[src/rtl/fetch_queue_pkg.sv]
// Shared types for the fetch front end.
//   fetch_data        : {pc, instr} pair carried through the fetch FIFO to decode
//   RESET_PC_DEFAULT  : default PC loaded at reset
package fetch_queue_pkg;

    typedef struct packed {
        logic [31:0] pc;
        logic [31:0] instr;
    } fetch_data;

    localparam logic [31:0] RESET_PC_DEFAULT = 32'h0000_0000;

endpackage

[src/rtl/fetch_queue_if.sv]
// Bundle of the fetch unit's bus signals: redirect input, instruction-memory
// request/response, and the valid/ready stream toward decode.
//   master : the fetch unit side
//   slave  : the environment (branch unit, imem, decode skid buffer)
interface fetch_queue_if #(
    parameter int DEPTH = 4
);
    import fetch_queue_pkg::*;

    localparam int CW = $clog2(DEPTH) + 1;

    logic          redirect_valid;
    logic [31:0]   redirect_pc;
    logic          imem_req_valid;
    logic [31:0]   imem_req_addr;
    logic          imem_resp_valid;
    logic [31:0]   imem_resp_instr;
    logic          valid_out;
    logic          ready_out;
    fetch_data     data_out;
    logic [CW-1:0] count;

    modport master (
        input  redirect_valid, redirect_pc, imem_resp_valid, imem_resp_instr, ready_out,
        output imem_req_valid, imem_req_addr, valid_out, data_out, count
    );

    modport slave (
        output redirect_valid, redirect_pc, imem_resp_valid, imem_resp_instr, ready_out,
        input  imem_req_valid, imem_req_addr, valid_out, data_out, count
    );

endinterface

[src/rtl/fetch_fifo.sv]
// Synchronous FIFO for fetched instructions.
//   clk, reset : core clock, synchronous active-low reset
//   push, din  : write din at the tail
//   pop        : advance the head (ignored when empty)
//   flush      : drop all entries next cycle (overrides push/pop)
//   dout       : head entry, combinational
//   count      : occupied entries, 0..DEPTH
module fetch_fifo
    import fetch_queue_pkg::*;
#(
    parameter type T     = fetch_data,
    parameter int  DEPTH = 4
) (
    input  logic                     clk,
    input  logic                     reset,
    input  logic                     push,
    input  logic                     pop,
    input  logic                     flush,
    input  T                         din,
    output T                         dout,
    output logic [$clog2(DEPTH):0]   count
);
    localparam int PW = $clog2(DEPTH);

    T               mem [DEPTH];
    logic [PW-1:0]  wptr;
    logic [PW-1:0]  rptr;
    logic           do_pop;

    assign do_pop = pop && (count != '0);
    assign dout   = mem[rptr];

    // Pointers are exactly log2(DEPTH) bits so they wrap without compare logic.
    always_ff @(posedge clk) begin
        if (!reset || flush) begin
            wptr  <= '0;
            rptr  <= '0;
            count <= '0;
        end else begin
            if (push)   wptr <= wptr + 1'b1;
            if (do_pop) rptr <= rptr + 1'b1;
            if (push && !do_pop)      count <= count + 1'b1;
            else if (!push && do_pop) count <= count - 1'b1;
        end
    end

    // Storage needs no reset; count gates whether the head is meaningful.
    always_ff @(posedge clk) begin
        if (push) mem[wptr] <= din;
    end

endmodule

[src/rtl/fetch_queue.sv]
// Fetch front end: owns the PC, issues one request per cycle to a 1-cycle
// instruction memory while credit allows, and buffers responses for decode.
//   clk    : core clock
//   reset  : synchronous active-low reset
//   bus    : fetch_queue_if.master (redirect, imem req/resp, decode stream, count)
module fetch_queue
    import fetch_queue_pkg::*;
#(
    parameter int          DEPTH    = 4,
    parameter logic [31:0] RESET_PC = RESET_PC_DEFAULT
) (
    input  logic           clk,
    input  logic           reset,
    fetch_queue_if.master  bus
);
    localparam int            CW      = $clog2(DEPTH) + 1;
    localparam logic [CW:0]   DEPTH_W = (CW+1)'(DEPTH);

    logic [31:0]   pc;
    logic [31:0]   req_pc;
    logic          inflight;
    logic          kill;
    logic [CW-1:0] fcount;
    logic          req_valid;
    logic          push;
    logic          pop;
    logic [CW:0]   occupancy;
    fetch_data     wdata;
    fetch_data     head;

    // Credit counts the in-flight slot as occupied; a same-cycle pop does not
    // free a slot, so the FIFO can never overflow.
    assign occupancy = {1'b0, fcount} + {{CW{1'b0}}, inflight};
    assign req_valid = reset && !bus.redirect_valid && (occupancy < DEPTH_W);

    assign push  = bus.imem_resp_valid && inflight && !kill;
    assign pop   = (fcount != '0) && bus.ready_out;
    assign wdata = '{pc: req_pc, instr: bus.imem_resp_instr};

    assign bus.imem_req_valid = req_valid;
    assign bus.imem_req_addr  = pc;
    assign bus.valid_out      = (fcount != '0);
    assign bus.data_out       = head;
    assign bus.count          = fcount;

    always_ff @(posedge clk) begin
        if (!reset) begin
            pc       <= RESET_PC;
            req_pc   <= RESET_PC;
            inflight <= 1'b0;
            kill     <= 1'b0;
        end else if (bus.redirect_valid) begin
            // No request goes out this cycle; anything still returning is stale.
            pc       <= bus.redirect_pc;
            inflight <= 1'b0;
            kill     <= inflight;
        end else begin
            kill     <= 1'b0;
            inflight <= req_valid;
            if (req_valid) begin
                pc     <= pc + 32'd4;
                req_pc <= pc;
            end
        end
    end

    fetch_fifo #(
        .T     (fetch_data),
        .DEPTH (DEPTH)
    ) u_fifo (
        .clk   (clk),
        .reset (reset),
        .push  (push),
        .pop   (pop),
        .flush (bus.redirect_valid),
        .din   (wdata),
        .dout  (head),
        .count (fcount)
    );

endmodule
[src/flat_wrapper.sv]
// flat-port wrapper written by rule: the top's interface ports become plain ports
module fetch_queue_flat import fetch_queue_pkg::*;
#(
    parameter int          DEPTH    = 4,
    parameter logic [31:0] RESET_PC = RESET_PC_DEFAULT
)
  (clk, reset, bus_redirect_valid, bus_redirect_pc, bus_imem_resp_valid, bus_imem_resp_instr, bus_ready_out, bus_imem_req_valid, bus_imem_req_addr, bus_valid_out, bus_data_out, bus_count);
  fetch_queue_if #(.DEPTH(DEPTH)) bus_i ();
  input  logic clk;
  input  logic reset;
  input wire logic [$bits(bus_i.redirect_valid)-1:0] bus_redirect_valid;
  input wire logic [$bits(bus_i.redirect_pc)-1:0] bus_redirect_pc;
  input wire logic [$bits(bus_i.imem_resp_valid)-1:0] bus_imem_resp_valid;
  input wire logic [$bits(bus_i.imem_resp_instr)-1:0] bus_imem_resp_instr;
  input wire logic [$bits(bus_i.ready_out)-1:0] bus_ready_out;
  output wire logic [$bits(bus_i.imem_req_valid)-1:0] bus_imem_req_valid;
  output wire logic [$bits(bus_i.imem_req_addr)-1:0] bus_imem_req_addr;
  output wire logic [$bits(bus_i.valid_out)-1:0] bus_valid_out;
  output wire logic [$bits(bus_i.data_out)-1:0] bus_data_out;
  output wire logic [$bits(bus_i.count)-1:0] bus_count;
  assign bus_i.redirect_valid = bus_redirect_valid;
  assign bus_i.redirect_pc = bus_redirect_pc;
  assign bus_i.imem_resp_valid = bus_imem_resp_valid;
  assign bus_i.imem_resp_instr = bus_imem_resp_instr;
  assign bus_i.ready_out = bus_ready_out;
  assign bus_imem_req_valid = bus_i.imem_req_valid;
  assign bus_imem_req_addr = bus_i.imem_req_addr;
  assign bus_valid_out = bus_i.valid_out;
  assign bus_data_out = bus_i.data_out;
  assign bus_count = bus_i.count;
  fetch_queue #(.DEPTH(DEPTH), .RESET_PC(RESET_PC)) u_core (.clk(clk), .reset(reset), .bus(bus_i));
endmodule
[config.mk]
export PLATFORM = sky130hd
export DESIGN_NAME = fetch_queue_flat
export DESIGN_NICKNAME = d
export VERILOG_FILES = /design/src/rtl/fetch_queue_pkg.sv /design/src/rtl/fetch_queue_if.sv /design/src/rtl/fetch_fifo.sv /design/src/rtl/fetch_queue.sv /design/src/flat_wrapper.sv
export SDC_FILE = /design/constraint.sdc
export NUM_CORES = 1
export LEC_CHECK = 0
export CAP_MARGIN = 10
export CORE_ASPECT_RATIO = 1.5
export CORE_UTILIZATION = 49
export DETAILED_ROUTE_END_ITERATION = 8
export GPL_TIMING_DRIVEN = 0
export PLACE_DENSITY_LB_ADDON = 0.08
export SYNTH_ARGS = -nofsm -noshare
export SYNTH_HDL_FRONTEND = slang
export SYNTH_HIERARCHICAL = 1
export SYNTH_SLANG_ARGS = --single-unit
[constraint.sdc]
create_clock -name clk -period 2.8 [get_ports clk]
set_clock_uncertainty 0.2 [all_clocks]
set_input_delay 0.28 -clock clk [delete_from_list [all_inputs] [get_ports clk]]
set_output_delay 0.28 -clock clk [all_outputs]
set_load 0.02 [all_outputs]
==> impl_summary.txt, run 1 <==
----------------------------------------------------
[Hold path]
  Worst hold path type ... in -> reg
  Hold-critical path depth ... 3

[Place]
  Number of buffer cells added on primary ports ... 169
  Half-perimeter wire length after placement ... 18000 um
  Total instance count after detailed placement ... 1277
  Placer Congestion ... 0.877
  Worst setup slack after placement ... -0.197 ns

[STA]
  Pins Over Slew Limit ... 0
  Worst Setup Slack, final ... 0.0819 ns
  Final worst-path cycle share ... 97.1%
  Unrepaired setup endpoints after global routing ... false
  Max-Slew Margin vs Limit ... 44.0%
  Final critical path time including I/O delays and setup ... 2.72 ns
  Transition at the pin with the smallest max-transition slack ... 0.836 ns
  Number of setup violations in the final report ... 0
  Highest achievable clock rate ... 0.368 GHz
  Count of endpoints failing hold in the final timing report ... 0

[Synthesis]
  Number of flops mapped to enable cells by yosys ... between 200 and 300
  Number of library cell types mapped by synthesis ... 55
  Share of the synthesized netlist area taken by xor and xnor gates ... 0.889%
  Net Count, Synth ... 847
  Yosys top cell by area ... sky130_fd_sc_hd__edfxtp_1
  Fraction of synthesis flops using an asynchronous set or reset pin ... 0%
  Top_reg_cell synth ... sky130_fd_sc_hd__edfxtp_1
  Warnings, synthesis ... 6
  Proportion of synthesized chip area in sequential cells ... between 70% and 80%
  Mapped Avg Cell Area ... roughly 17 sq um
  Simple-gate portion of the synthesized area ... 7.15%
  Fraction of post-synthesis cell area in the top cell type by area ... 60.0%
  Post-Syn Instances ... 771
  Post-synthesis cell area ... 0.0128 sq mm
  Leading cell types by total area after synthesis ... sky130_fd_sc_hd__edfxtp_1, sky130_fd_sc_hd__dfxtp_1, sky130_fd_sc_hd__mux4_2
  Fraction of the mapped netlist area in compound gates ... 5.12%
  Adder-Cell Fraction of Synth Area ... less than 1%
  Largest family of logic cells by synthesized area ... multiplexers
  Mux cell area share after synthesis ... 11.8%
  Register bit count reported by yosys ... 331

[Drt]
  Wire length after detailed routing ... 27400 um
  WL met2 ... 13800 um
  Top layer in use ... met4
  Sum of met3 wire segment lengths after detailed routing ... 1710 um
  First-iteration detailed-routing DRC count ... 385
  Vias ... between 7000 and 8000
  Number of nets still failing antenna checks after routing ... 0
  Via/cell ratio ... between 5 and 6
  Routed metal-1 wire length ... 11400 um
  Post-route DRC violation count ... 1
  Average detailed-routed wire length per instance ... 20.6 um
  Number of detailed-route iterations in the first pass ... 7

[CTS]
  CTS Root Cell ... sky130_fd_sc_hd__clkbuf_16
  Number of clock sinks seen by CTS ... around 330
  CTS tree ... done
  CTS Buffer Depth ... 3
  CTS Buf Count ... 29
  Clk_lat worst skew ... 0.54 ns
  Hold-fix buffers, CTS ... 0
  Maximum level of the CTS H-tree ... 1
  Clock Pin Slew Worst Setup and Hold Paths ... 0.07 ns

[Setup path]
  Crit path launch type ... flop
  Type of the setup path with the least slack ... reg -> out
  Endpoint required time on the critical path ... around 2.3 ns
  Critical path fanouts, max ... 10
  Arrival @ worst endpoint ... 2.24 ns
  Cell depth of the worst flop-to-flop path ... 9
  Crit. End Element ... output pin

[Global routing]
  Wire length of the first global-routing pass ... 42200 um
  Total global routing track utilization ... 20.8%
  Vias in the first global route ... 7610
  Pin count of the biggest net entering global routing ... ~50
  Total congestion overflow after global routing ... 0
  Antenna violations before repair ... 0

[Final layout]
  Commonest cells after routing, fill and taps aside ... sky130_fd_sc_hd__edfxtp_1, sky130_fd_sc_hd__clkdlybuf4s50_1, sky130_fd_sc_hd__nand2_1, sky130_fd_sc_hd__dfxtp_1
  Leading cell type in the layout, fill and taps excluded ... sky130_fd_sc_hd__edfxtp_1
  Number of standard cells in the final layout excluding fillers ... 1329
  # nets final ... 1050
  Area growth from synthesis to layout ... 24.2%
  Fraction of layout instances using a drive strength above 1 ... between 15 and 20%
  Total inserted antenna cells ... 0

[Die]
  Starting density of the core ... 49.7%
  Die width ... 134 um
  Core footprint ... 0.0258 sq mm
  Vertical die dimension ... between 200 and 250 um
  I/O pin total ... 170
  Total Die Area ... between 0.02 and 0.03 sq mm
  Row count ... 72

[Pwr]
  Cell leakage power ... 5.44 nW
  Total power divided by cell area ... 619 mW/mm^2
  Worst voltage drop across the vdd grid ... 0.000460 V

[Run status]
  Outcome ... finished with violations
  Violated checks ... design-rule violations

[Job]
  Number of max-cap violations ... 0

----------------------------------------------------
power breakdown:
group | switching (mW) | leakage, nW | total (mW) | internal, mW
sequential | 0.0847 | 3.14 | 5.43 | 5.34
combinational | 0.282 | 1.85 | 0.534 | 0.252
clock | 1.69 | 0.456 | 3.88 | 2.20
registers in the layout, indices dropped and copies added, names as in the netlist, named ones only:
signal,count
u_core/u_fifo/mem,256
u_core/bus.imem_req_addr,32
u_core/req_pc,32
u_core/u_fifo/count,3
u_core/u_fifo/rptr,2
u_core/u_fifo/wptr,2
u_core/inflight,1
u_core/kill,1
worst max-delay path, stage by stage, from the launching register on:
cell and delay (ns):
sky130_fd_sc_hd__dfxtp_1 0.32, sky130_fd_sc_hd__buf_6 0.22, sky130_fd_sc_hd__mux4_1 0.57, sky130_fd_sc_hd__clkdlybuf4s50_1 0.58
synth_stat cells, drive strengths merged (2+ instances only):
library cell  count
o21a              2
and3              6
nand4            12
ha                6
clkbuf           23
o211ai            3
buf              19
edfxtp          256
a21o              4
and2              7
nor3              9
clkinv            2
mux2i             4
nor4              7
inv               6
nand3            25
xor2              9
dfxtp            75
o22ai             9
o311ai            6
o21ai            11
nand2b            2
a21boi            6
a222oi            3
a21oi            50
or3               4
nand2            87
and4              3
mux4             64
o31ai             3
a31oi             7
nor2             28
xnor2             4
per-layer routing:
metal | vias up | GRT usage (%)
li1 | 3429 | -
met1 | 3691 | 27.1
met2 | 265 | 36.2
met3 | 40 | 3.41
met4 | 0 | 5.62
met5 | - | 0
cell type report:
type / count / area (sq um)
Fill cell: 1994 / 9860
Sequential cell: 331 / 9190
Multi-Input combinational cell: 390 / 3300
Timing Repair Buffer: 173 / 1710
Clock buffer: 37 / 796
Tap cell: 333 / 417
Buffer: 41 / 314
Clock inverter: 16 / 141
Inverter: 8 / 35.0
path summary, 6_finish.rpt:
kind | start | end | slack [ns]
max | flop | bus_data_out[63] | 0.08
min | bus_redirect_pc[6] | u_core/bus.imem_req_addr[6] | 0.09
max reg2reg | u_core/u_fifo/count[2] | u_core/u_fifo/count[2] | 0.16
min reg2reg | u_core/req_pc[23] | u_core/req_pc[23] | 0.29
stage by stage:
step / utilization (%) / total power, mW / cell area, sq um / setup TNS, ns / hold WS (ns)
2_1_floorplan: - / 5.76 / 12800 / 0 / 0.179
3_3_place_gp: 57.9 / 6.07 / 14900 / -187.91 / 0.278
3_5_place_dp: 58.3 / 6.08 / 15000 / -3.18 / 0.286
4_1_cts: 61.7 / 9.94 / 15900 / 0 / 0.0735
5_1_grt: 61.7 / 10.2 / 15900 / 0 / 0.0912
6_report: 61.7 / 9.84 / 15900 / 0 / 0.0936
logic make-up (layout without fill, tap and decap cells):
kind of cell,Yosys count,after routing
DFF,331,331
and+or+nand+nor,193,193
AOI/OAI and AO/OA,108,108
muxes,69,69
buffers and inverters,50,275
xor gates and xnor gates,13,13
adders and majority gates,7,7
what timing repair did:
item,in CTS,in global routing
gates resized for setup,69,2
pin swaps,0,0
setup buffers,0,0
gates cloned,0,0
setup endpoints to repair,61,3
No activity file was read; power rests on OpenSTA's default activity.
==> inputs of run 2 (changes only) <==
--- a/config.mk
+++ b/config.mk
@@ -5,11 +5,11 @@
 export SDC_FILE = /design/constraint.sdc
 export NUM_CORES = 1
 export LEC_CHECK = 0
+export ABC_CLOCK_PERIOD_IN_PS = 2800
 export CAP_MARGIN = 10
 export CORE_ASPECT_RATIO = 1.5
 export CORE_UTILIZATION = 49
 export DETAILED_ROUTE_END_ITERATION = 8
-export GPL_TIMING_DRIVEN = 0
 export PLACE_DENSITY_LB_ADDON = 0.08
 export SYNTH_ARGS = -nofsm -noshare
 export SYNTH_HDL_FRONTEND = slang
==> run 2 against run 1 <==
The flow still finishes with violations (design-rule violations). Worst hold slack worse by 0.0042 ns. Via count about the same. Design area up 0.83%. Clock power grew 7.7%. Sequential power barely moved. First-iteration DRC count grew 10%. Global-route usage up 0.26 points. Largest power group unchanged. Final cell count shrank 0.68%. Largest cell class unchanged. Core utilization up 0.51 points. Die area stayed put.
==> impl_summary.txt, run 2 (synthesis gave the netlist of run 1 again) <==
----------------------------------------------------
[Setup path]
  Slack of the worst reg-to-reg path ... 0.11 ns (was 0.16 ns)
  Type of the setup path with the least slack ... reg -> reg (was reg -> out)
  Crit. End Element ... flop (was output pin)
  Critical path fanouts, max ... 8 (was 10)
  Slowest cell on the critical path ... sky130_fd_sc_hd__or3_1 (was sky130_fd_sc_hd__clkdlybuf4s50_1)
  Arrival @ worst endpoint ... 2.96 ns (was 2.24 ns)
  Worst-path cell chain ... or3_1 -> and2_1 -> o31ai_1 -> ha_2 -> inv_1 -> fa_1 -> xor2_1 -> or3_1 -> a21oi_1 (was buf_6 -> mux4_1 -> clkdlybuf4s50_1)
  Endpoint required time on the critical path ... 3.07 ns (was 2.32 ns)
  Delay contributed by the slowest stage of the critical path ... 0.39 ns (was 0.58 ns)
  Buf+Inv Stages, Crit Path ... 1 (was 2)
  CP top delay family ... simple AND/OR/NAND/NOR gates (was buffers and inverters)
  Crit path launch type ... flop (unchanged)
  Top cell by count, worst path ... sky130_fd_sc_hd__or3_1

[Die]
  Row count ... 72 (unchanged)
  Core footprint ... 0.0258 sq mm (unchanged)
  I/O pin total ... 170 (unchanged)
  Vertical die dimension ... 200 um (unchanged)
  Die width ... 134 um (unchanged)
  Starting density of the core ... 49.7% (unchanged)
  Total Die Area ... 0.0268 sq mm (unchanged)

[STA]
  Transition at the pin with the smallest max-transition slack ... 0.743 ns (was 0.836 ns)
  Unrepaired setup endpoints after global routing ... false (unchanged)
  Number of setup violations in the final report ... 0 (unchanged)
  Final critical path time including I/O delays and setup ... 2.69 ns (was 2.72 ns)
  Final worst-path cycle share ... 96.2% (was 97.1%)
  Final hold slack ... 0.0895 ns (was 0.0936 ns)
  Max-Slew Margin vs Limit ... 50.3% (was 44.0%)
  Highest achievable clock rate ... 0.371 GHz (was 0.368 GHz)
  Accumulated negative setup slack ... 0 ns (unchanged)
  Count of endpoints failing hold in the final timing report ... 0 (unchanged)
  Pins Over Slew Limit ... 0 (unchanged)

[Global routing]
  Wire length of the first global-routing pass ... 42800 um (was 42200 um)
  Vias in the first global route ... 7578 (was 7610)
  Antenna violations before repair ... 0 (unchanged)
  Pin count of the biggest net entering global routing ... 65 (was 51)
  Total congestion overflow after global routing ... 0 (unchanged)
  Total global routing track utilization ... 21.0% (was 20.8%)

[CTS]
  Hold-fix buffers, CTS ... 0 (unchanged)
  Clk_lat worst skew ... 0.56 ns (was 0.54 ns)
  CTS Buf Count ... 30 (was 29)
  CTS Buffer Depth ... 3 (unchanged)
  Maximum level of the CTS H-tree ... 1 (unchanged)
  CTS Root Cell ... sky130_fd_sc_hd__clkbuf_16 (unchanged)
  Clock Pin Slew Worst Setup and Hold Paths ... 0.07 ns (about the same)
  Number of clock sinks seen by CTS ... 331 (unchanged)
  CTS tree ... done (unchanged)

[Drt]
  Wire length after detailed routing ... 27900 um (was 27400 um)
  First-iteration detailed-routing DRC count ... 424 (was 385)
  Vias ... 7418 (was 7425)
  Post-route DRC violation count ... 1 (unchanged)
  Number of nets still failing antenna checks after routing ... 0 (unchanged)
  Via/cell ratio ... 5.62 (was 5.59)
  Average detailed-routed wire length per instance ... 21.1 um (was 20.6 um)
  Number of detailed-route iterations in the first pass ... 7 (unchanged)

[Pwr]
  Clock share of power ... 41.3% (was 39.4%)
  Cell leakage power ... 5.52 nW (was 5.44 nW)
  Logic pwr share ... 5.3% (was 5.4%)
  Net switching share of the total power ... 20.5% (was 20.9%)
  Total power divided by cell area ... 632 mW/mm^2 (was 619 mW/mm^2)
  Net switching power ... 2.08 mW (was 2.05 mW)
  Internal portion of total power ... 8.06 mW (was 7.79 mW)
  Share of power burned in registers ... 53.5% (was 55.1%)
  Worst voltage drop across the vdd grid ... 0.000547 V (was 0.000460 V)

[Final layout]
  # nets final ... 1039 (was 1050)
  Register with the highest flop count ... u_core/u_fifo/mem (unchanged)
  Fraction of layout instances using a drive strength above 1 ... 16.8% (was 15.2%)
  Commonest cells after routing, fill and taps aside ... sky130_fd_sc_hd__edfxtp_1, sky130_fd_sc_hd__clkdlybuf4s50_1, sky130_fd_sc_hd__nand2_1, sky130_fd_sc_hd__dfxtp_1, sky130_fd_sc_hd__dlygate4sd2_1 (was sky130_fd_sc_hd__edfxtp_1, sky130_fd_sc_hd__clkdlybuf4s50_1, sky130_fd_sc_hd__nand2_1, sky130_fd_sc_hd__dfxtp_1)
  Total inserted antenna cells ... 0 (unchanged)
  Flip-flop count of the largest register after layout ... 256 (unchanged)
  Leading cell type in the layout, fill and taps excluded ... sky130_fd_sc_hd__edfxtp_1 (unchanged)
  Layout filler cell count ... 1922 (was 1994)
  Area growth from synthesis to layout ... 25.2% (was 24.2%)

[Place]
  Half-perimeter wire length after placement ... 17600 um (was 18000 um)
  Number of buffer cells added on primary ports ... 169 (unchanged)
  Placer Congestion ... 0.856 (was 0.877)

[Job]
  Number of max-cap violations ... 0 (unchanged)

[Run status]
  Violated checks ... design-rule violations (unchanged)
  Outcome ... finished with violations (unchanged)

[Hold path]
  Worst hold path type ... in -> reg (unchanged)

----------------------------------------------------
## run 2: cell count changes in the layout (fill, tap and decap cells not counted), moves of 2 or more
| cell | before | now |
|---|---|---|
| sky130_fd_sc_hd__clkbuf_2 | 2 | 0 |
| sky130_fd_sc_hd__clkdlybuf4s50_1 | 108 | 105 |
| sky130_fd_sc_hd__buf_4 | 7 | 20 |
| sky130_fd_sc_hd__dfxtp_4 | 0 | 2 |
| sky130_fd_sc_hd__buf_12 | 8 | 10 |
| sky130_fd_sc_hd__dlygate4sd2_1 | 60 | 64 |
| sky130_fd_sc_hd__buf_2 | 5 | 0 |
| sky130_fd_sc_hd__clkbuf_1 | 22 | 3 |
| sky130_fd_sc_hd__clkbuf_16 | 29 | 33 |
| sky130_fd_sc_hd__clkinv_1 | 4 | 2 |
## run 2: what timing repair did
item,in CTS,in global routing
buffers inserted,1,1
resized for setup,66,2
pin swaps,0,1
gates cloned,1,0
endpoints found under the hold margin,0,0
endpoints found under the setup margin,53,1
## run 2: through the flow
| step | cell area, sq um | utilization (%) | power [mW] | cells | worst slack (ns) |
|---|---|---|---|---|---|
| 2_1_floorplan | 12800 | - | 5.76 | 771 | 0.0905 |
| 3_3_place_gp | 15000 | 58.2 | 6.06 | 1261 | 0.262 |
| 3_5_place_dp | 15000 | 58.2 | 6.08 | 1261 | 0.0787 |
| 4_1_cts | 16000 | 62.2 | 10.2 | 1319 | 0.0632 |
| 5_1_grt | 16000 | 62.2 | 10.5 | 1320 | 0.00493 |
| 6_report | 16000 | 62.2 | 10.1 | 1320 | 0.107 |
## run 2: routing by layer
metal / routed length (um) / GRT usage (%)
met2: 14200 / 36.8
met5: 0 / 0
met1: 11600 / 27.2
met3: 1430 / 2.85
met4: 650 / 6.91
## run 2: final cells by class
cell class / count / area (sq um) / share of cell area [%]
sequential: 331 / 9200 / 57.3
multi-input combinational: 390 / 3310 / 20.6
timing repair buffer: 202 / 2030 / 12.7
clock buffer: 41 / 906 / 5.65
tap: 333 / 417 / 2.60
clock inverter: 15 / 150 / 0.936
inverter: 8 / 30.0 / 0.187
## run 2: power by group through the flow
stage | Sequential (mW) | Clock (mW) | Combinational [mW]
final | 5.42 | 4.18 | 0.533
after global routing | 5.43 | 4.46 | 0.568
after CTS | 5.42 | 4.29 | 0.535
after detailed placement | 5.53 | 0 | 0.548
after global placement | 5.52 | 0 | 0.539
after floorplan | 5.54 | 0 | 0.216
## run 2: final timing paths
check | to | start | cells past startpoint
hold / removal | u_core/bus.imem_req_addr[6] | bus_redirect_pc[6] | 3
hold reg to reg | u_core/req_pc[1] | u_core/bus.imem_req_addr[1] | 2
setup reg to reg | u_core/u_fifo/count[2] | u_core/u_fifo/count[2] | 9
setup / recovery | u_core/u_fifo/count[2] | u_core/u_fifo/count[2] | 9
## run 2: worst min-delay path: cells and delay by family
family	cells	cell delay [ns]
AOI/OAI and AO/OA	1	0.05
buffers and inverters	1	0.41
and+or+nand+nor	1	0.07
